[src/rtl/calc_operand_entry.sv]
// calc_operand_entry: pushbutton front end for the two-operand calculator.
//   Five raw buttons are synchronized, debounced and edge-detected; the
//   resulting press pulses drive a small edit FSM owning two 5-bit operands
//   and a 1-bit operator.
// Ports:
//   clk, rst_n          clock, async active-low reset
//   btn_inc/dec/sel/op/enter   raw buttons
//   in0, in1 [4:0]      operands to calculator
//   op                  0 = add, 1 = multiply
//   state [1:0]         00 EDIT0, 01 EDIT1, 10 SHOW
//   commit              one-cycle pulse on the first SHOW cycle

// Per-button conditioner: 2-FF sync, debounce counter, registered rise pulse.
module calc_btn_cond #(
  parameter int DEBOUNCE_CYCLES = 4
) (
  input  logic clk,
  input  logic rst_n,
  input  logic i_btn,
  output logic o_press
);
  localparam int CW = (DEBOUNCE_CYCLES < 2) ? 1 : $clog2(DEBOUNCE_CYCLES);
  localparam logic [CW-1:0] LAST = CW'(DEBOUNCE_CYCLES - 1);

  logic [1:0]    r_sync;
  logic [CW-1:0] r_cnt;
  logic          r_db;
  logic          r_db_q;
  logic          r_press;

  always_ff @(posedge clk or negedge rst_n) begin
    if (!rst_n) begin
      r_sync  <= '0;
      r_cnt   <= '0;
      r_db    <= 1'b0;
      r_db_q  <= 1'b0;
      r_press <= 1'b0;
    end else begin
      r_sync <= {r_sync[0], i_btn};
      // Flip only after DEBOUNCE_CYCLES consecutive disagreeing cycles;
      // a single agreeing cycle restarts the count.
      if (r_sync[1] != r_db) begin
        if (r_cnt == LAST) begin
          r_db  <= r_sync[1];
          r_cnt <= '0;
        end else begin
          r_cnt <= r_cnt + 1'b1;
        end
      end else begin
        r_cnt <= '0;
      end
      r_db_q  <= r_db;
      r_press <= r_db & ~r_db_q;
    end
  end

  assign o_press = r_press;
endmodule

module calc_operand_entry #(
  parameter int DEBOUNCE_CYCLES = 4
) (
  input  logic       clk,
  input  logic       rst_n,
  input  logic       btn_inc,
  input  logic       btn_dec,
  input  logic       btn_sel,
  input  logic       btn_op,
  input  logic       btn_enter,
  output logic [4:0] in0,
  output logic [4:0] in1,
  output logic       op,
  output logic [1:0] state,
  output logic       commit
);
  localparam logic [1:0] EDIT0 = 2'b00;
  localparam logic [1:0] EDIT1 = 2'b01;
  localparam logic [1:0] SHOW  = 2'b10;

  localparam int B_INC = 0, B_DEC = 1, B_SEL = 2, B_OP = 3, B_ENT = 4;

  logic [4:0] w_btn_raw;
  logic [4:0] w_press;

  assign w_btn_raw = {btn_enter, btn_op, btn_sel, btn_dec, btn_inc};

  calc_btn_cond #(.DEBOUNCE_CYCLES(DEBOUNCE_CYCLES)) u_btn [4:0] (
    .clk     (clk),
    .rst_n   (rst_n),
    .i_btn   (w_btn_raw),
    .o_press (w_press)
  );

  logic [4:0] r_in0, r_in1;
  logic       r_op;
  logic [1:0] r_state;
  logic       r_commit;

  logic [4:0] w_in0_nxt, w_in1_nxt;
  logic       w_op_nxt;
  logic [1:0] w_state_nxt;
  logic       w_commit_nxt;
  logic       w_step;
  logic [4:0] w_delta;

  // inc and dec together cancel; otherwise add +1 or +31 (== -1 mod 32).
  assign w_step  = w_press[B_INC] ^ w_press[B_DEC];
  assign w_delta = w_press[B_INC] ? 5'd1 : 5'd31;

  always_comb begin
    w_in0_nxt    = r_in0;
    w_in1_nxt    = r_in1;
    w_op_nxt     = r_op;
    w_state_nxt  = r_state;
    w_commit_nxt = 1'b0;
    case (r_state)
      EDIT0, EDIT1: begin
        // One action per cycle: enter > sel > op > inc/dec.
        if (w_press[B_ENT]) begin
          w_state_nxt  = SHOW;
          w_commit_nxt = 1'b1;
        end else if (w_press[B_SEL]) begin
          w_state_nxt = (r_state == EDIT0) ? EDIT1 : EDIT0;
        end else if (w_press[B_OP]) begin
          w_op_nxt = ~r_op;
        end else if (w_step) begin
          if (r_state == EDIT0) w_in0_nxt = r_in0 + w_delta;
          else                  w_in1_nxt = r_in1 + w_delta;
        end
      end
      SHOW: begin
        if (w_press[B_ENT]) w_state_nxt = EDIT0;
      end
      default: w_state_nxt = EDIT0;
    endcase
  end

  always_ff @(posedge clk or negedge rst_n) begin
    if (!rst_n) begin
      r_in0    <= '0;
      r_in1    <= '0;
      r_op     <= 1'b0;
      r_state  <= EDIT0;
      r_commit <= 1'b0;
    end else begin
      r_in0    <= w_in0_nxt;
      r_in1    <= w_in1_nxt;
      r_op     <= w_op_nxt;
      r_state  <= w_state_nxt;
      r_commit <= w_commit_nxt;
    end
  end

  assign in0    = r_in0;
  assign in1    = r_in1;
  assign op     = r_op;
  assign state  = r_state;
  assign commit = r_commit;
endmodule

[config.mk]
export PLATFORM = sky130hd
export DESIGN_NAME = calc_operand_entry
export DESIGN_NICKNAME = d
export VERILOG_FILES = /design/src/rtl/calc_operand_entry.sv
export SDC_FILE = /design/constraint.sdc
export NUM_CORES = 1
export LEC_CHECK = 0
export BUFFER_PORTS_ARGS = -buffer_cell sky130_fd_sc_hd__buf_4
export CORE_MARGIN = 4
export CORE_UTILIZATION = 51
export CTS_BUF_LIST = sky130_fd_sc_hd__clkbuf_4 sky130_fd_sc_hd__clkbuf_8 sky130_fd_sc_hd__clkbuf_16
export DETAILED_ROUTE_END_ITERATION = 12
export PLACE_DENSITY = 0.73
export SYNTH_ARGS = -nofsm -noshare
export SYNTH_HDL_FRONTEND = slang
export SYNTH_SLANG_ARGS = --single-unit
[constraint.sdc]
create_clock -name clk -period 1.9 [get_ports clk]
set_clock_uncertainty 0.05 [all_clocks]
set_input_delay 0.475 -clock clk [delete_from_list [all_inputs] [get_ports clk]]
set_output_delay 0.475 -clock clk [all_outputs]
set_load 0.03 [all_outputs]
## After elaboration in Yosys (flattened, before gate mapping)

Index checks and enable logic that the tools add are counted.

| word-level totals | value |
|---|---|
| logic and storage cells | 96 |
| output and inout bits | 14 |
| bits in registers | 49 |
| input port bits | 7 |

| operators by class | value |
|---|---|
| mux-type cells | 18 |
| bitwise logic cells | 16 |
| equal/unequal tests | 14 |
| reductions and logical operators | 11 |
| add/sub/neg operators | 7 |

Operators with widths:

| operator | number |
|---|---|
| 2-to-1 mux 2 bit | 13 |
| == test 2 bit, second input constant | 6 |
| AND reduction 2 bit | 6 |
| AND reduction 6 bit | 2 |
| adder 2 x 1 -> 2 bit, second input constant | 5 |
| adder 5 bit | 2 |
| inverter 1 bit | 10 |
| AND 1 bit | 5 |
| 2-to-1 mux 5 bit | 1 |
| inequality test 1 bit | 5 |
| one-hot mux 2 bit (2 select lines) | 1 |
| AND reduction 4 bit | 1 |
| 2-to-1 mux 1 bit | 3 |
| inequality test 3 x 1 -> 1 bit, second input constant | 1 |
| == test 2 x 1 -> 1 bit, second input constant | 1 |
| logical NOT 2 bit | 1 |
| inequality test 2 x 1 -> 1 bit, second input constant | 1 |
| OR reduction 2 bit | 1 |
| bitwise XOR 1 bit | 1 |

## Logic depth before layout (Yosys ltp)

Gate-level depths: netlist (run 1).

| logic depth | value |
|---|---|
| word-level depth | 5 |
| mapped depth | 6 |
| gate-level depth less buffers | 6 |

## Modules after synthesis

A second synthesis (run 1) with hierarchy kept.

| unflattened totals | value |
|---|---|
| cells, all modules | 142 |
| area, all modules | 1980.6 um^2 |

By module, submodules not included:

| module | instances | sequential area each (um^2) | area each (um^2) | cells an instance |
|---|---|---|---|---|
| calc_btn_cond | 5 | 175.2 | 230.2 | 13 |
| calc_operand_entry | 1 | 350.3 | 829.5 | 77 |

## Least setup slack after synthesis (run 1)

OpenSTA, ideal clock, no wires.

| path | value |
|---|---|
| kind | register to register |
| from | register r_state[1] (netlist: state[1]) |
| to | register r_in0[1] (netlist: in0[1]) |
| clock period less this slack | 1.955 ns |
| stages on the path, launching flop included | 5 |
| path slack | -0.055 ns |
| setup time | 0.125 ns |
| data arrival time | 1.780 ns |
| path buffers | 1 |
| required time | 1.725 ns |
| cells stage by stage | dfrtp_1 > or4_4 > buf_6 > nor3_4 > mux2_4 |

| between the ends | value |
|---|---|
| word-level cells in the longest chain between the ends | 3 |
| elaborated cells on any way between the ends | 4 |
| classes of those cells | 1 x eq/ne; 3 x reduce/logical |

RTL lines:

| what | line | RTL |
|---|---|---|
| from (decl) | 96 | `logic [1:0] r_state;` |
| from (signal assigned) | 149 | `r_state <= w_state_nxt;` |
| == test 2 x 1 -> 1 bit or logical NOT 2 bit (tied branches) | 116, 127 |  |
| OR reduction 2 bit | 116 | `case (r_state)` |
| AND reduction 6 bit (no line) (*) | -- |  |
| to (signal assigned) | 146 | `r_in0 <= w_in0_nxt;` |
| to (decl) | 94 | `logic [4:0] r_in0, r_in1;` |

Mark *: on every way between the ends. The rest lies on a longest branch, timed or not.
A chain may end at the register's enable or synchronous reset.

## Final worst setup path (run 1)

| path | value |
|---|---|
| from | register r_in1[0] (netlist: in1[0]) |
| to | register r_in1[4] (netlist: in1[4]) |

| between the ends | value |
|---|---|
| word-level cells in the longest chain between the ends | 1 |

RTL lines:

| what | line | RTL |
|---|---|---|
| from (decl) | 94 |  |
| from (signal assigned) | 147 | `r_in1 <= w_in1_nxt;` |
| adder 5 bit | 128 | `else w_in1_nxt = r_in1 + w_delta;` |

No other way between the ends.

==> flow_summary.json, run 1 <==
{
  "dp_hpwl_mm": 2.02,
  "cts_root_buf": "clkbuf_8",
  "fin_area_um2": 2290,
  "grt_pass1_wl_mm": 4.89,
  "synth-edff-count": 0,
  "place.gp.congestion": 0.722,
  "drv_slew": 0,
  "whs_ns": 0.124,
  "syn_to_final_growth_pct": 15.5,
  "grt_max_degree": 50,
  "slew-limit-headroom": 0.613,
  "vdd_drop_max_mv": 0.729,
  "run_status": "complete, no violations",
  "cts_buffers": 5,
  "slowest_delay_ns": 0.47,
  "holdCritPathClass": "in2async",
  "diodes": 0,
  "cellLeakagePower_nw": 1.08,
  "ys_types": 26,
  "cts_repair_resize_count": 0,
  "drt_iter0_markers": 21,
  "vias": 1046,
  "yosysWarnings": 0,
  "netlist_area_um2": 1980,
  "clock_latency_ns": 0.29,
  "fin_tns_setup_ns": 0,
  "ys_async_sr_fraction": 1.00,
  "antenna_found_initial": 0,
  "ys_seq_area_frac": 0.619,
  "setup_viol": 0,
  "startpoint_type": "flop",
  "finalWirelength_mm": 2.68,
  "post-cts-setup-buffer-count": 0,
  "finalCritPeriodShare": 0.927,
  "synth_nets": 154,
  "synth_area_per_cell_um2": 14.8,
  "rsz0062_at_grt": "false",
  "cts_tree": "built",
  "nets": 181,
  "first_pass_iters": 3,
  "cp_max_fo": 4,
  "drc": 0,
  "grt_overflow": 0,
  "cp.arrival_ns": 1.92,
  "path_cells": "fa_1, a21o_1, a21oi_1, mux2i_1, xnor2_1",
  "grt_util_all_layers": 0.128,
  "synthFlopType": "dfrtp_1",
  "ys_seq_elements": 49,
  "place_area_um2": 2190,
  "powerDensity_nw_per_um2": 1870,
  "rows": 22,
  "htree_levels": 2,
  "netlist.area_leader.share": 0.619,
  "tightest_slew_ns": 0.581,
  "dieArea_um2": 4940,
  "cts_hold_buf": 0,
  "hold_violations": 0,
  "num_io_pins": 21,
  "first_global_vias": 1146,
  "crit_path_end_kind": "flop",
  "cts_max_path_buffers": 2,
  "avgViaCountPerCell": 4.98,
  "fmax_mhz": 568,
  "path_class": "reg2reg",
  "cts_sinks": 49,
  "port-buffer-count": 20,
  "die_x_um": 70.3,
  "chipHeight_um": 70.3,
  "ant_nets": 0,
  "final_layout_size_suffix_gt1_frac": 0.302,
  "period_minus_slack_ns": 1.76,
  "core-area_um2": 3720,
  "worstPathRequired_ns": 2.06,
  "start_util": 0.533,
  "maxCapViolations": 0,
  "wl_per_cell_um": 12.7,
  "path_clk_slew_ns": 0.08,
  "netlist_instances": 134,
  "yosys.area.top_type": "dfrtp_1",
  "slowest_stage": "fa_1",
  "synth_area_leaders": "dfrtp_1, ha_1, xnor2_1, mux2_4, mux2_2"
}
synthesized netlist by cell type (2+ instances only):
| cell | count |
|---|---|
| xor2_1 | 4 |
| fa_1 | 2 |
| dfrtp_1 | 49 |
| xnor2_1 | 12 |
| a21o_1 | 5 |
| nor3b_1 | 2 |
| and2_1 | 2 |
| mux2_4 | 5 |
| nor2b_1 | 9 |
| ha_1 | 11 |
| mux2i_1 | 2 |
| nand2_1 | 2 |
| nor3_1 | 6 |
| mux2_2 | 5 |
| nor2_1 | 3 |
| a21oi_1 | 5 |
state kept, by name, summed over array words and instances, names as in the netlist:
| register | flops |
|---|---|
| u_btn.o_press | 5 |
| op | 1 |
| commit | 1 |
| u_btn.r_sync | 10 |
| u_btn.r_db_q | 5 |
| in0 | 5 |
| u_btn.r_db | 5 |
| u_btn.r_cnt | 10 |
| state | 2 |
| in1 | 5 |
cell usage in the layout (no fill, tap or decap), types with 5 or more instances in the layout:
| master | instances |
|---|---|
| nor3_1 | 6 |
| mux2_4 | 5 |
| buf_4 | 22 |
| dfrtp_1 | 47 |
| a21o_1 | 5 |
| nor2b_1 | 9 |
| xnor2_1 | 12 |
| mux2_2 | 5 |
| clkbuf_8 | 5 |
| ha_1 | 11 |
area by class of cell:
type                    instances  area, um2
fillers                       297       1430
inverters                       1       3.75
clock buffers                   7       83.8
well taps                      48       60.1
multi-input cells              82        737
repair buffers                 22        165
clock inverters                 1       7.51
flip-flops and latches         49       1230
per-stage QoR:
step	setup slack (ns)	utilization	cells	power, mW
after global routing	0.0427	0.615	210	4.62
after global placement	0.0803	0.589	202	3.59
after CTS	0.0592	0.614	210	4.33
after floorplan	0.0162	-	134	3.19
after detailed placement	0.0762	0.589	202	3.72
final	0.138	0.615	210	4.27
path summary, 6_finish.rpt:
path / startpoint / end / slack, ns / depth (start not counted)
worst max-delay path: in1[0] / in1[4] / 0.14 / 5
worst min-delay path: rst_n / in0[3] / 0.12 / 1
worst max register to register: in1[0] / in1[4] / 0.14 / 5
worst min register to register: u_btn[1].r_sync[0] / u_btn[1].r_sync[1] / 0.30 / 0
max in group asynchronous: rst_n / state[1] / 1.24 / 1
min in group clk: btn_sel / u_btn[2].r_sync[0] / 0.23 / 1
cell families after synthesis:
family | after synthesis | share of synthesized area
flip-flops | 49 | 0.619
AND/OR/NAND/NOR | 31 | 0.102
XOR/XNOR | 16 | 0.0708
adder cells (fa/ha/maj) | 13 | 0.0898
multiplexers | 12 | 0.0765
AO/OA/AOI/OAI | 10 | 0.0316
buffers and inverters | 3 | 0.0101
where the power goes:
part / internal [mW] / switching [mW]
combinational: 0.965 / 0.943
sequential: 1.45 / 0.321
clock: 0.289 / 0.304
total: 2.70 / 1.57
worst max-delay path, delay by kind of cell (launching register included):
kind | cells | cell delay [ns]
AO/OA/AOI/OAI | 2 | 0.36
XOR/XNOR | 1 | 0.14
adder cells (fa/ha/maj) | 1 | 0.47
flip-flops | 1 | 0.43
multiplexers | 1 | 0.23
layer usage:
layer	part of all wire	GRT usage	vias up
met5	0	0	-
met4	0.020	0.0511	0
met3	0.061	0.0518	7
met2	0.52	0.216	21
met1	0.40	0.142	513
li1	-	-	505
Note: power is estimated with default switching activity, not from simulation.
==> inputs of run 2 (changes only) <==
Settings changed: SYNTH_HIERARCHICAL set to 1.
==> flow_summary.json, run 2 <==
{
  "synth-edff-count": 0,
  "avgViaCountPerCell": 4.98,
  "path_clk_slew_ns": 0.08,
  "post-place-ws_ns": 0.0811,
  "diodes": 0,
  "cp_max_fo": 8,
  "synthFlopType": "dfrtp_1",
  "run_status": "complete, no violations",
  "crit_family": "flip-flops",
  "ys_seq_elements": 49,
  "num_io_pins": 21,
  "finalCritPeriodShare": 0.965,
  "ant_nets": 0,
  "clock_latency_ns": 0.29,
  "cellLeakagePower_nw": 1.12,
  "nets": 196,
  "vdd_drop_max_mv": 0.654,
  "startpoint_type": "flop",
  "dpl.cell_count": 213,
  "netlist_area_um2": 1980,
  "die_x_um": 70.3,
  "drv_slew": 0,
  "synth_nets": 162,
  "setup_viol": 0,
  "multi_input_area_um2": 738,
  "netlist.area_leader.share": 0.619,
  "final.fill_count": 281,
  "rsz0062_at_grt": "true",
  "syn_to_final_growth_pct": 18.6,
  "path_cells": "clkinvlp_4, ha_1, nand2b_1, a21oi_1, mux2i_1, xor2_1",
  "vias": 1120,
  "synth_area_leaders": "dfrtp_1, ha_1, xnor2_1, nor2b_1, mux2_1",
  "period_minus_slack_ns": 1.83,
  "netlist_instances": 142,
  "path_class": "reg2reg",
  "cp_num_buf_inv": 1,
  "core-area_um2": 3720,
  "port-buffer-count": 20,
  "ys_types": 27,
  "cp.arrival_ns": 1.99,
  "synth_common_cells": "dfrtp_1, ha_1, xnor2_1",
  "grt_util_all_layers": 0.125,
  "slew-limit-headroom": 0.610,
  "start_util": 0.533,
  "drc": 0,
  "hold_violations": 0,
  "postLayoutCoreUtil": 0.632,
  "drt_iter0_markers": 56,
  "final_common_cell": "dfrtp_1",
  "cts_root_buf": "clkbuf_8",
  "crit_path_end_kind": "flop",
  "powerDensity_nw_per_um2": 1850,
  "fin_tns_setup_ns": 0,
  "dieArea_um2": 4940,
  "whs_ns": 0.120,
  "place.gp.congestion": 0.754,
  "yosys.area.top_type": "dfrtp_1",
  "fmax_mhz": 545,
  "rr_worst_depth": 6,
  "chipHeight_um": 70.3,
  "holdCritPathClass": "in2async",
  "grt_pass1_wl_mm": 4.95,
  "cts_buffers": 5,
  "final_layout_size_suffix_gt1_frac": 0.282,
  "layout_common_cells": "dfrtp_1, buf_4, xnor2_1, ha_1, nor2b_1",
  "yosysWarnings": 6,
  "slowest_stage": "dfrtp_2",
  "timing.rr.start": "u_btn[0]/o_press",
  "dp_hpwl_mm": 2.11,
  "antenna_found_initial": 0,
  "synth_area_per_cell_um2": 13.9,
  "finalPower_mw": 4.34,
  "ys_async_sr_fraction": 1.00,
  "maxCapViolations": 0,
  "rows": 22,
  "wl_per_cell_um": 13.0,
  "grt_overflow": 0,
  "cts_tree": "built",
  "first_pass_iters": 4,
  "slowest_delay_ns": 0.46,
  "first_global_vias": 1127,
  "place_area_um2": 2220,
  "tightest_slew_ns": 0.585,
  "cts_sinks": 49,
  "r2r_slack_ns": 0.07,
  "regArea_um2": 1230,
  "grt_max_degree": 50,
  "final_cells": 225,
  "htree_levels": 2,
  "reg_top3": "u_btn/r_cnt: 10 flops, u_btn/r_sync: 10 flops",
  "worstPathRequired_ns": 2.06,
  "rr_endpoint": "in0[4]",
  "cts_max_path_buffers": 2,
  "ys_seq_area_frac": 0.619,
  "fin_area_um2": 2350,
  "finalWirelength_mm": 2.92,
  "fin_ws_ns": 0.0657,
  "yosysMostFrequentCell": "dfrtp_1"
}
==> run 2: layout make-up <==
type / instances / area share
Sequential cell: 49 / 0.522
Multi-Input combinational cell: 87 / 0.314
Timing Repair Buffer: 28 / 0.0895
Clock buffer: 7 / 0.0357
Tap cell: 48 / 0.0256
Inverter: 5 / 0.00958
Clock inverter: 1 / 0.00319
==> run 2: worst max path at each step <==
stage               cells past startpoint             start  endpoint
finish                                  6  u_btn[0]/o_press    in0[4]
global route                            6  u_btn[0]/o_press    in0[4]
CTS                                     6  u_btn[0]/o_press    in0[4]
detailed placement                      6  u_btn[0]/o_press    in0[3]
global placement                        4  u_btn[4]/o_press    in0[4]
floorplan                               6            in0[0]    in0[4]
==> run 2: logic make-up (layout without fill, tap and decap cells) <==
family / count (synthesis) / after routing / synth area share
fa+ha+maj: 13 / 13 / 0.0897
simple gates: 39 / 39 / 0.129
flops: 49 / 49 / 0.619
buf+inv: 6 / 41 / 0.0114
compound gates: 9 / 9 / 0.0253
xor+xnor: 16 / 16 / 0.0707
mux: 10 / 10 / 0.0550
==> run 2: routing by layer <==
metal / vias up / part of all wire / GRT usage / wire, um
li1: 541 / - / - / -
met1: 554 / 0.44 / 0.155 / 1300
met2: 23 / 0.51 / 0.207 / 1480
met3: 2 / 0.045 / 0.0360 / 131
met4: 0 / 0.0038 / 0.0447 / 11
met5: - / 0 / 0 / 0
==> run 2: worst register-to-register path, cell delays in order, from the launching register on <==
cell        delay [ns]
dfrtp_2           0.46
clkinvlp_4        0.20
ha_1              0.39
nand2b_1          0.08
a21oi_1           0.17
mux2i_1           0.23
xor2_1            0.18
==> run 2: timing repair <==
action	4_1_cts	5_1_grt
setup endpoints to repair	0	2
gates resized for setup	0	4
buffers inserted	0	4
hold buffers	0	0
==> run 2: report_power, final <==
| group | total (mW) | internal, mW | switching, mW |
|---|---|---|---|
| combinational | 1.98 | 0.975 | 1.00 |
| clock | 0.602 | 0.289 | 0.313 |
| sequential | 1.76 | 1.44 | 0.318 |
| total | 4.34 | 2.71 | 1.63 |
